$ cat src/rtl/mca_pkg.sv
// Shared types and default bus widths for the MCA acquisition sequencer and histogram RAM.
package mca_pkg;

    typedef enum logic [1:0] {
        ST_IDLE  = 2'd0,
        ST_CLEAR = 2'd1,
        ST_ACQ   = 2'd2,
        ST_DUMP  = 2'd3
    } mca_state_t;

    localparam int unsigned MCA_ADDR_W = 10;
    localparam int unsigned MCA_DATA_W = 16;

endpackage

$ cat src/rtl/mca_acq_ctrl_if.sv
// Readout stream from the sequencer to the host: valid/ready with last-word marker.
interface mca_acq_ctrl_if #(
    parameter int unsigned DATA_W = mca_pkg::MCA_DATA_W
);
    logic              out_valid;
    logic              out_ready;
    logic [DATA_W-1:0] out_data;
    logic              out_last;

    modport master (output out_valid, output out_data, output out_last, input out_ready);
    modport slave  (input out_valid, input out_data, input out_last, output out_ready);
endinterface

$ cat src/rtl/mca_tick_gen.sv
// Time-base prescaler: one tick every TICK_DIV enabled cycles, synchronous restart.
module mca_tick_gen #(
    parameter int unsigned TICK_DIV = 50000
) (
    input  logic clk,
    input  logic rst,
    input  logic i_clr,
    input  logic i_en,
    output logic o_tick_c
);
    localparam int unsigned DIV_W = (TICK_DIV > 1) ? $clog2(TICK_DIV) : 1;
    localparam logic [DIV_W-1:0] LAST_CNT = DIV_W'(TICK_DIV - 1);

    logic [DIV_W-1:0] r_cnt;

    // Prescaler count: restart on clear, wrap after the last cycle of each tick period
    always_ff @(posedge clk or posedge rst) begin
        if (rst) begin
            r_cnt <= '0;
        end else if (i_clr) begin
            r_cnt <= '0;
        end else if (i_en) begin
            if (r_cnt == LAST_CNT) r_cnt <= '0;
            else                   r_cnt <= r_cnt + DIV_W'(1);
        end
    end

    // Tick lands on the same edge the count wraps, so the consumer advances in step
    assign o_tick_c = i_en && !i_clr && (r_cnt == LAST_CNT);

endmodule

$ cat src/rtl/mca_acq_ctrl.sv
// MCA acquisition sequencer: bin clear, preset-limited acquisition, and bin readout stream.
module mca_acq_ctrl
    import mca_pkg::*;
#(
    parameter int unsigned ADDR_W   = MCA_ADDR_W,
    parameter int unsigned DATA_W   = MCA_DATA_W,
    parameter int unsigned CNT_W    = 32,
    parameter int unsigned TICK_DIV = 50000,
    parameter int unsigned TIME_W   = 24
) (
    input  logic                clk,
    input  logic                rst,
    input  logic                cmd_start,
    input  logic                cmd_stop,
    input  logic                cmd_clear,
    input  logic                cmd_dump,
    input  logic [CNT_W-1:0]    preset_cnt,
    input  logic [TIME_W-1:0]   preset_time,
    input  logic                adc_valid,
    input  logic [ADDR_W-1:0]   adc_code,
    output logic                ram_we,
    output logic                ram_clr,
    output logic [ADDR_W-1:0]   ram_waddr,
    output logic [ADDR_W-1:0]   ram_raddr,
    input  logic [DATA_W-1:0]   ram_rdata,
    mca_acq_ctrl_if.master      out_if,
    output logic                busy,
    output mca_state_t          state_o,
    output logic [CNT_W-1:0]    event_cnt,
    output logic [TIME_W-1:0]   time_cnt
);
    localparam logic [ADDR_W-1:0] LAST_ADDR = '1;

    mca_state_t          r_state;
    logic                r_busy;
    logic                r_ram_we;
    logic                r_ram_clr;
    logic [ADDR_W-1:0]   r_ram_waddr;
    logic [ADDR_W-1:0]   r_ram_raddr;
    logic [1:0]          r_rd_wait;
    logic                r_out_valid;
    logic                r_out_last;
    logic [DATA_W-1:0]   r_out_data;
    logic [CNT_W-1:0]    r_event_cnt;
    logic [TIME_W-1:0]   r_time_cnt;

    logic                w_start;
    logic                w_tick;
    logic [CNT_W-1:0]    w_evt_inc;
    logic [TIME_W-1:0]   w_time_inc;
    logic                w_cnt_hit;
    logic                w_time_hit;
    logic                w_reached;

    // Accepted start: lowest priority of the IDLE commands
    assign w_start = (r_state == ST_IDLE) && cmd_start && !cmd_clear && !cmd_dump;

    mca_tick_gen #(.TICK_DIV(TICK_DIV)) u_tick (
        .clk      (clk),
        .rst      (rst),
        .i_clr    (w_start),
        .i_en     (r_state == ST_ACQ),
        .o_tick_c (w_tick)
    );

    // Saturating increments and preset checks; a preset hit on this edge still counts the event
    assign w_evt_inc  = (r_event_cnt == '1) ? r_event_cnt : r_event_cnt + CNT_W'(1);
    assign w_time_inc = (r_time_cnt == '1) ? r_time_cnt : r_time_cnt + TIME_W'(1);
    assign w_cnt_hit  = (preset_cnt != '0) && adc_valid && (w_evt_inc >= preset_cnt);
    assign w_time_hit = (preset_time != '0) && w_tick && (w_time_inc >= preset_time);
    assign w_reached  = ((preset_cnt != '0) && (r_event_cnt >= preset_cnt)) ||
                        ((preset_time != '0) && (r_time_cnt >= preset_time));

    // Sequencer state, RAM strobes, counters and readout register
    always_ff @(posedge clk or posedge rst) begin
        if (rst) begin
            r_state     <= ST_IDLE;
            r_busy      <= 1'b0;
            r_ram_we    <= 1'b0;
            r_ram_clr   <= 1'b0;
            r_ram_waddr <= '0;
            r_ram_raddr <= '0;
            r_rd_wait   <= 2'd0;
            r_out_valid <= 1'b0;
            r_out_last  <= 1'b0;
            r_out_data  <= '0;
            r_event_cnt <= '0;
            r_time_cnt  <= '0;
        end else begin
            r_ram_we <= 1'b0;
            case (r_state)
                ST_IDLE: begin
                    if (cmd_clear) begin
                        r_state     <= ST_CLEAR;
                        r_busy      <= 1'b1;
                        r_ram_clr   <= 1'b1;
                        r_ram_waddr <= '0;
                    end else if (cmd_dump) begin
                        r_state     <= ST_DUMP;
                        r_busy      <= 1'b1;
                        r_ram_raddr <= '0;
                        r_rd_wait   <= 2'd2;
                        r_out_valid <= 1'b0;
                        r_out_last  <= 1'b0;
                    end else if (cmd_start) begin
                        r_state     <= ST_ACQ;
                        r_busy      <= 1'b1;
                        r_event_cnt <= '0;
                        r_time_cnt  <= '0;
                    end
                end
                ST_CLEAR: begin
                    if (r_ram_waddr == LAST_ADDR) begin
                        r_state   <= ST_IDLE;
                        r_busy    <= 1'b0;
                        r_ram_clr <= 1'b0;
                    end else begin
                        r_ram_waddr <= r_ram_waddr + ADDR_W'(1);
                    end
                end
                ST_ACQ: begin
                    if (cmd_stop || w_reached) begin
                        r_state <= ST_IDLE;
                        r_busy  <= 1'b0;
                    end else begin
                        if (adc_valid) begin
                            r_ram_we    <= 1'b1;
                            r_ram_waddr <= adc_code;
                            r_event_cnt <= w_evt_inc;
                        end
                        if (w_tick) r_time_cnt <= w_time_inc;
                        if (w_cnt_hit || w_time_hit) begin
                            r_state <= ST_IDLE;
                            r_busy  <= 1'b0;
                        end
                    end
                end
                ST_DUMP: begin
                    if (r_rd_wait == 2'd2) begin
                        r_rd_wait <= 2'd1;
                    end else if (r_rd_wait == 2'd1) begin
                        r_out_data  <= ram_rdata;
                        r_out_valid <= 1'b1;
                        r_out_last  <= (r_ram_raddr == LAST_ADDR);
                        r_rd_wait   <= 2'd0;
                    end else if (r_out_valid && out_if.out_ready) begin
                        r_out_valid <= 1'b0;
                        if (r_out_last) begin
                            r_out_last <= 1'b0;
                            r_state    <= ST_IDLE;
                            r_busy     <= 1'b0;
                        end else begin
                            r_ram_raddr <= r_ram_raddr + ADDR_W'(1);
                            r_rd_wait   <= 2'd2;
                        end
                    end
                end
                default: begin
                    r_state <= ST_IDLE;
                    r_busy  <= 1'b0;
                end
            endcase
        end
    end

    assign ram_we           = r_ram_we;
    assign ram_clr          = r_ram_clr;
    assign ram_waddr        = r_ram_waddr;
    assign ram_raddr        = r_ram_raddr;
    assign out_if.out_valid = r_out_valid;
    assign out_if.out_data  = r_out_data;
    assign out_if.out_last  = r_out_last;
    assign busy             = r_busy;
    assign state_o          = r_state;
    assign event_cnt        = r_event_cnt;
    assign time_cnt         = r_time_cnt;

endmodule

$ cat src/flat_wrapper.sv
// flat-port wrapper written by rule: the top's interface ports become plain ports
module mca_acq_ctrl_flat import mca_pkg::*;
#(
    parameter int unsigned ADDR_W   = MCA_ADDR_W,
    parameter int unsigned DATA_W   = MCA_DATA_W,
    parameter int unsigned CNT_W    = 32,
    parameter int unsigned TICK_DIV = 50000,
    parameter int unsigned TIME_W   = 24
)
  (clk, rst, cmd_start, cmd_stop, cmd_clear, cmd_dump, preset_cnt, preset_time, adc_valid, adc_code, ram_we, ram_clr, ram_waddr, ram_raddr, ram_rdata, busy, state_o, event_cnt, time_cnt, out_if_out_valid, out_if_out_data, out_if_out_last, out_if_out_ready);
  mca_acq_ctrl_if #(.DATA_W(DATA_W)) out_if_i ();
  input  logic clk;
  input  logic rst;
  input  logic cmd_start;
  input  logic cmd_stop;
  input  logic cmd_clear;
  input  logic cmd_dump;
  input  logic [CNT_W-1:0] preset_cnt;
  input  logic [TIME_W-1:0] preset_time;
  input  logic adc_valid;
  input  logic [ADDR_W-1:0] adc_code;
  output logic ram_we;
  output logic ram_clr;
  output logic [ADDR_W-1:0] ram_waddr;
  output logic [ADDR_W-1:0] ram_raddr;
  input  logic [DATA_W-1:0] ram_rdata;
  output logic busy;
  output mca_state_t state_o;
  output logic [CNT_W-1:0] event_cnt;
  output logic [TIME_W-1:0] time_cnt;
  output wire logic [$bits(out_if_i.out_valid)-1:0] out_if_out_valid;
  output wire logic [$bits(out_if_i.out_data)-1:0] out_if_out_data;
  output wire logic [$bits(out_if_i.out_last)-1:0] out_if_out_last;
  input wire logic [$bits(out_if_i.out_ready)-1:0] out_if_out_ready;
  assign out_if_out_valid = out_if_i.out_valid;
  assign out_if_out_data = out_if_i.out_data;
  assign out_if_out_last = out_if_i.out_last;
  assign out_if_i.out_ready = out_if_out_ready;
  mca_acq_ctrl #(.ADDR_W(ADDR_W), .DATA_W(DATA_W), .CNT_W(CNT_W), .TICK_DIV(TICK_DIV), .TIME_W(TIME_W)) u_core (.clk(clk), .rst(rst), .cmd_start(cmd_start), .cmd_stop(cmd_stop), .cmd_clear(cmd_clear), .cmd_dump(cmd_dump), .preset_cnt(preset_cnt), .preset_time(preset_time), .adc_valid(adc_valid), .adc_code(adc_code), .ram_we(ram_we), .ram_clr(ram_clr), .ram_waddr(ram_waddr), .ram_raddr(ram_raddr), .ram_rdata(ram_rdata), .out_if(out_if_i), .busy(busy), .state_o(state_o), .event_cnt(event_cnt), .time_cnt(time_cnt));
endmodule
$ cat config.mk
export PLATFORM = sky130hd
export DESIGN_NAME = mca_acq_ctrl_flat
export DESIGN_NICKNAME = d
export VERILOG_FILES = /design/src/rtl/mca_pkg.sv /design/src/rtl/mca_acq_ctrl_if.sv /design/src/rtl/mca_tick_gen.sv /design/src/rtl/mca_acq_ctrl.sv /design/src/flat_wrapper.sv
export SDC_FILE = /design/constraint.sdc
export NUM_CORES = 1
export LEC_CHECK = 0
export ABC_AREA = 1
export CORE_MARGIN = 4
export CORE_UTILIZATION = 24
export DETAILED_ROUTE_END_ITERATION = 10
export PLACE_DENSITY = 0.52
export SYNTH_ARGS = -nofsm -noshare
export SYNTH_HDL_FRONTEND = slang
export SYNTH_SLANG_ARGS = --single-unit
$ cat constraint.sdc
create_clock -name clk -period 3.44 [get_ports clk]
set_clock_uncertainty 0.1 [all_clocks]
set_input_delay 0.344 -clock clk [delete_from_list [all_inputs] [get_ports clk]]
set_output_delay 0.344 -clock clk [all_outputs]
set_load 0.01 [all_outputs]
==> impl_metrics.tcl <==
set metrics [dict create \
    pin_count 189 \
    yosysUniqueCellTypes 45 \
    maxSlewHeadroom_pct 28.68 \
    synth-xor-area-share_pct 4.578 \
    grt_max_degree 57 \
    synth-seq-cells 117 \
    cts_root_buf "clkbuf_16" \
    avgSynthCellArea_sq_um 6.797 \
    wl_microns 37030 \
    grt_pass1_vias 11060 \
    cts_buffer_depth 2 \
    core-area_sq_um 44120 \
    die_width_microns 219.3 \
    yosysWarnings 0 \
    fin_crit_ps 3304 \
    setup_ws_ps 136.0 \
    syn_area_sq_um 10710 \
    cts_buffers 17 \
    h-tree-depth 4 \
    yosys-mux-area-fraction_pct 0 \
    place_hpwl_microns 28670 \
    arrival_ps 3520 \
    placedCellCount 2377 \
    top_layer "met4" \
    drc_errors 0 \
    cts_sinks 117 \
    rows 77 \
    hold_path_class "input pin to asynchronous set/reset pin" \
    grt_pass1_wl_microns 58730 \
    ir_drop_mv 0.3659 \
    worstPathRequired_ps 3660 \
    syn-num-nets 1790 \
    worst_pin_slew_ps 1066 \
    nets 2039 \
    syn_inst 1576 \
    path_class "flop to flop" \
    clock_latency_ps 430 \
    vias_per_cell 4.660 \
    wl_per_cell_microns 15.23 \
    wl_met3_microns 2264 \
    drt_iter0_markers 707 \
    rsz0062_at_grt "yes" \
    fmax_mhz 302.7 \
    fin_crit_sh_pct 96.05 \
    instances_no_fill 2431 \
    met2_length_microns 17450 \
    worstSetupStartpointType "flop" \
    setup.worst_path.end_class "flop" \
    design.die.area_sq_um 48080 \
    grt_usage_pct 15.16 \
    synth_fa_ha_area_share_pct 14.48 \
    io_buffers 188 \
    cts_tree "yes" \
    crit_path_max_fanout 5 \
    ys_seq_area_share_pct 27.33 \
    synthToLayoutAreaGrowth_pct 37.22 \
    drive_above_1_share_pct 11.86 \
    via_count 11330 \
    met1_length_microns 16720 \
    grt-ovfl-total 0 \
    die_h_microns 219.3 \
    synth_top_family_by_area "simple AND/OR/NAND/NOR gates" \
    start_util_pct 24.28 \
    synth_compound_area_share_pct 9.285 \
    leakage_nw 7.327 \
    drv_cap 0 \
    post-place-ws_ps -73.77 \
    antenna_left 0 \
    fillerInstances 4809 \
    yosys.area_share.simple_pct 35.30 \
    p_per_area_nw_per_um2 374.2 \
    setup_violations 0 \
    gp_congestion 0.8866 \
    r2r_cells 22 \
    path_clk_slew_ps 70 \
    status "completed" \
    finalHoldViolations 0 \
    antenna_found_initial 1 \
    slew_viol_final 0 \
    firstDrtPassIters 6 \
]
[synthesized netlist by cell type (all sizes together)]
library cell / instances / area (sq um)
a211oi: 1 / 7.510
a21o: 5 / 37.54
a21oi: 118 / 646.9
a221oi: 2 / 17.52
a22o: 1 / 8.760
a2bb2oi: 1 / 8.760
a311oi: 1 / 8.760
a31oi: 2 / 12.51
and2: 2 / 12.51
buf: 38 / 220.2
clkbuf: 12 / 48.80
dfrtp: 117 / 2928
ha: 124 / 1551
inv: 186 / 698.2
nand2: 520 / 1967
nand3: 54 / 290.3
nand3b: 3 / 22.52
nand4: 104 / 650.6
nor2: 142 / 555.5
nor3: 38 / 229.0
nor3b: 3 / 22.52
nor4: 3 / 18.77
o21a: 7 / 52.55
o21ai: 27 / 142.6
o21bai: 3 / 22.52
o22ai: 2 / 12.51
o311ai: 1 / 8.760
o31ai: 1 / 7.510
or2: 2 / 12.51
xnor2: 16 / 140.1
xor2: 40 / 350.3
[power breakdown]
group          leakage, nW  switching (mW)  internal [mW]
logic                 5.54            1.30          0.735
clock network        0.277           0.755           1.01
registers             1.51           0.161           1.54
[cell usage in the layout (no fill, tap or decap), drive strengths merged]
master         count
or2                2
nand3             54
a31oi              2
a22o               1
nand4            104
clkbuf            17
and2               2
diode              1
o21bai             3
a2bb2oi            1
a21oi            118
clkdlybuf4s50    188
nand2            520
clkinv             5
nor3b              3
clkinvlp           4
o311ai             1
o21ai             27
o21a               7
buf               92
a221oi             2
xor2              40
nand3b             3
a21o               5
nor4               3
a211oi             1
nor3              38
inv              191
xnor2             16
a311oi             1
bufinv             1
o22ai              2
nor2             142
o31ai              1
dfrtp            117
ha               124
[stage by stage]
| step | total power, mW | hold slack (ps) | util [%] | cell area, sq um | setup TNS (ps) |
|---|---|---|---|---|---|
| finish | 5.501 | 308.1 | 33.32 | 14700 | 0 |
| global route | 5.894 | 329.4 | 33.31 | 14700 | -362.9 |
| CTS | 5.518 | 309.6 | 32.27 | 14240 | 0 |
| detailed placement | 3.702 | 362.5 | 30.96 | 13660 | -174.7 |
| global placement | 3.671 | 353.6 | 30.96 | 13660 | 0 |
| floorplan | 2.909 | 355.3 | - | 10720 | 0 |
[repair_timing]
| action | 4_1_cts | 5_1_grt |
|---|---|---|
| setup buffers | 0 | 21 |
| cloned | 0 | 0 |
| resized for setup | 2 | 72 |
| hold buffers | 0 | 0 |
| endpoints found under the setup margin | 3 | 3 |
| pin swaps | 0 | 39 |
[cells by family after synthesis]
group | after synthesis
AND/OR/NAND/NOR | 871
AO/OA/AOI/OAI | 172
adder cells (fa/ha/maj) | 124
flip-flops | 117
buffers and inverters | 236
XOR/XNOR | 56
[registers in the layout (all words and copies together) (netlist names)]
name,flops
u_core.r_rd_wait,2
u_core.busy,1
u_core.out_if.out_last,1
u_core.time_cnt,24
u_core.ram_waddr,10
u_core.out_if.out_valid,1
u_core.ram_raddr,10
u_core.event_cnt,32
u_core.u_tick.r_cnt,16
u_core.state_o,2
u_core.ram_clr,1
u_core.ram_we,1
u_core.out_if.out_data,16
[routing by layer]
metal	GRT usage, %	vias to the layer above
met5	0	-
met4	3.876	0
met3	3.822	36
met2	24.91	277
met1	19.90	5345
li1	-	5670
[final cells by class]
cell class / instances / area [sq um] / area share (%)
Clock inverter: 15 / 145.1 / 0.9873
Clock buffer: 17 / 425.4 / 2.894
Multi-Input combinational cell: 1223 / 7093 / 48.25
Sequential cell: 117 / 2935 / 19.97
Inverter: 186 / 705.7 / 4.800
Timing Repair Buffer: 280 / 2653 / 18.04
Tap cell: 592 / 740.7 / 5.039
Antenna cell: 1 / 2.502 / 0.01702
[final timing paths]
check,startpoint,to,slack (ps)
setup / recovery,u_core.time_cnt[0]$_DFFE_PP0P_,u_core.state_o[0]$_DFFE_PP0P_,140
hold / removal,rst,u_core.ram_raddr[1]$_DFFE_PP0P_,310
setup reg to reg,u_core.time_cnt[0]$_DFFE_PP0P_,u_core.state_o[0]$_DFFE_PP0P_,140
hold reg to reg,u_core.out_if.out_data[1]$_DFFE_PP0P_,u_core.out_if.out_data[1]$_DFFE_PP0P_,370
max in group asynchronous,rst,u_core.out_if.out_data[15]$_DFFE_PP0P_,2000
min in group clk,ram_rdata[9],u_core.out_if.out_data[9]$_DFFE_PP0P_,340
[worst max-delay path: stages, from the launching register on]
cell	delay [ps]
dfrtp_1	400
buf_6	140
clkinvlp_4	120
nor3_4	290
nand2_2	160
nor2_4	170
buf_6	120
xnor2_2	120
nand2_2	100
ha_4	280
nand2_1	60
nor2_2	140
nand4_1	150
nor2_1	130
nand2_1	50
nand4_1	140
nand2_1	90
nand2_1	70
nor2_2	50
nand2_2	110
nand2_2	80
nand2_1	60
nand2_1	50
(Power assumes the default switching activity.)
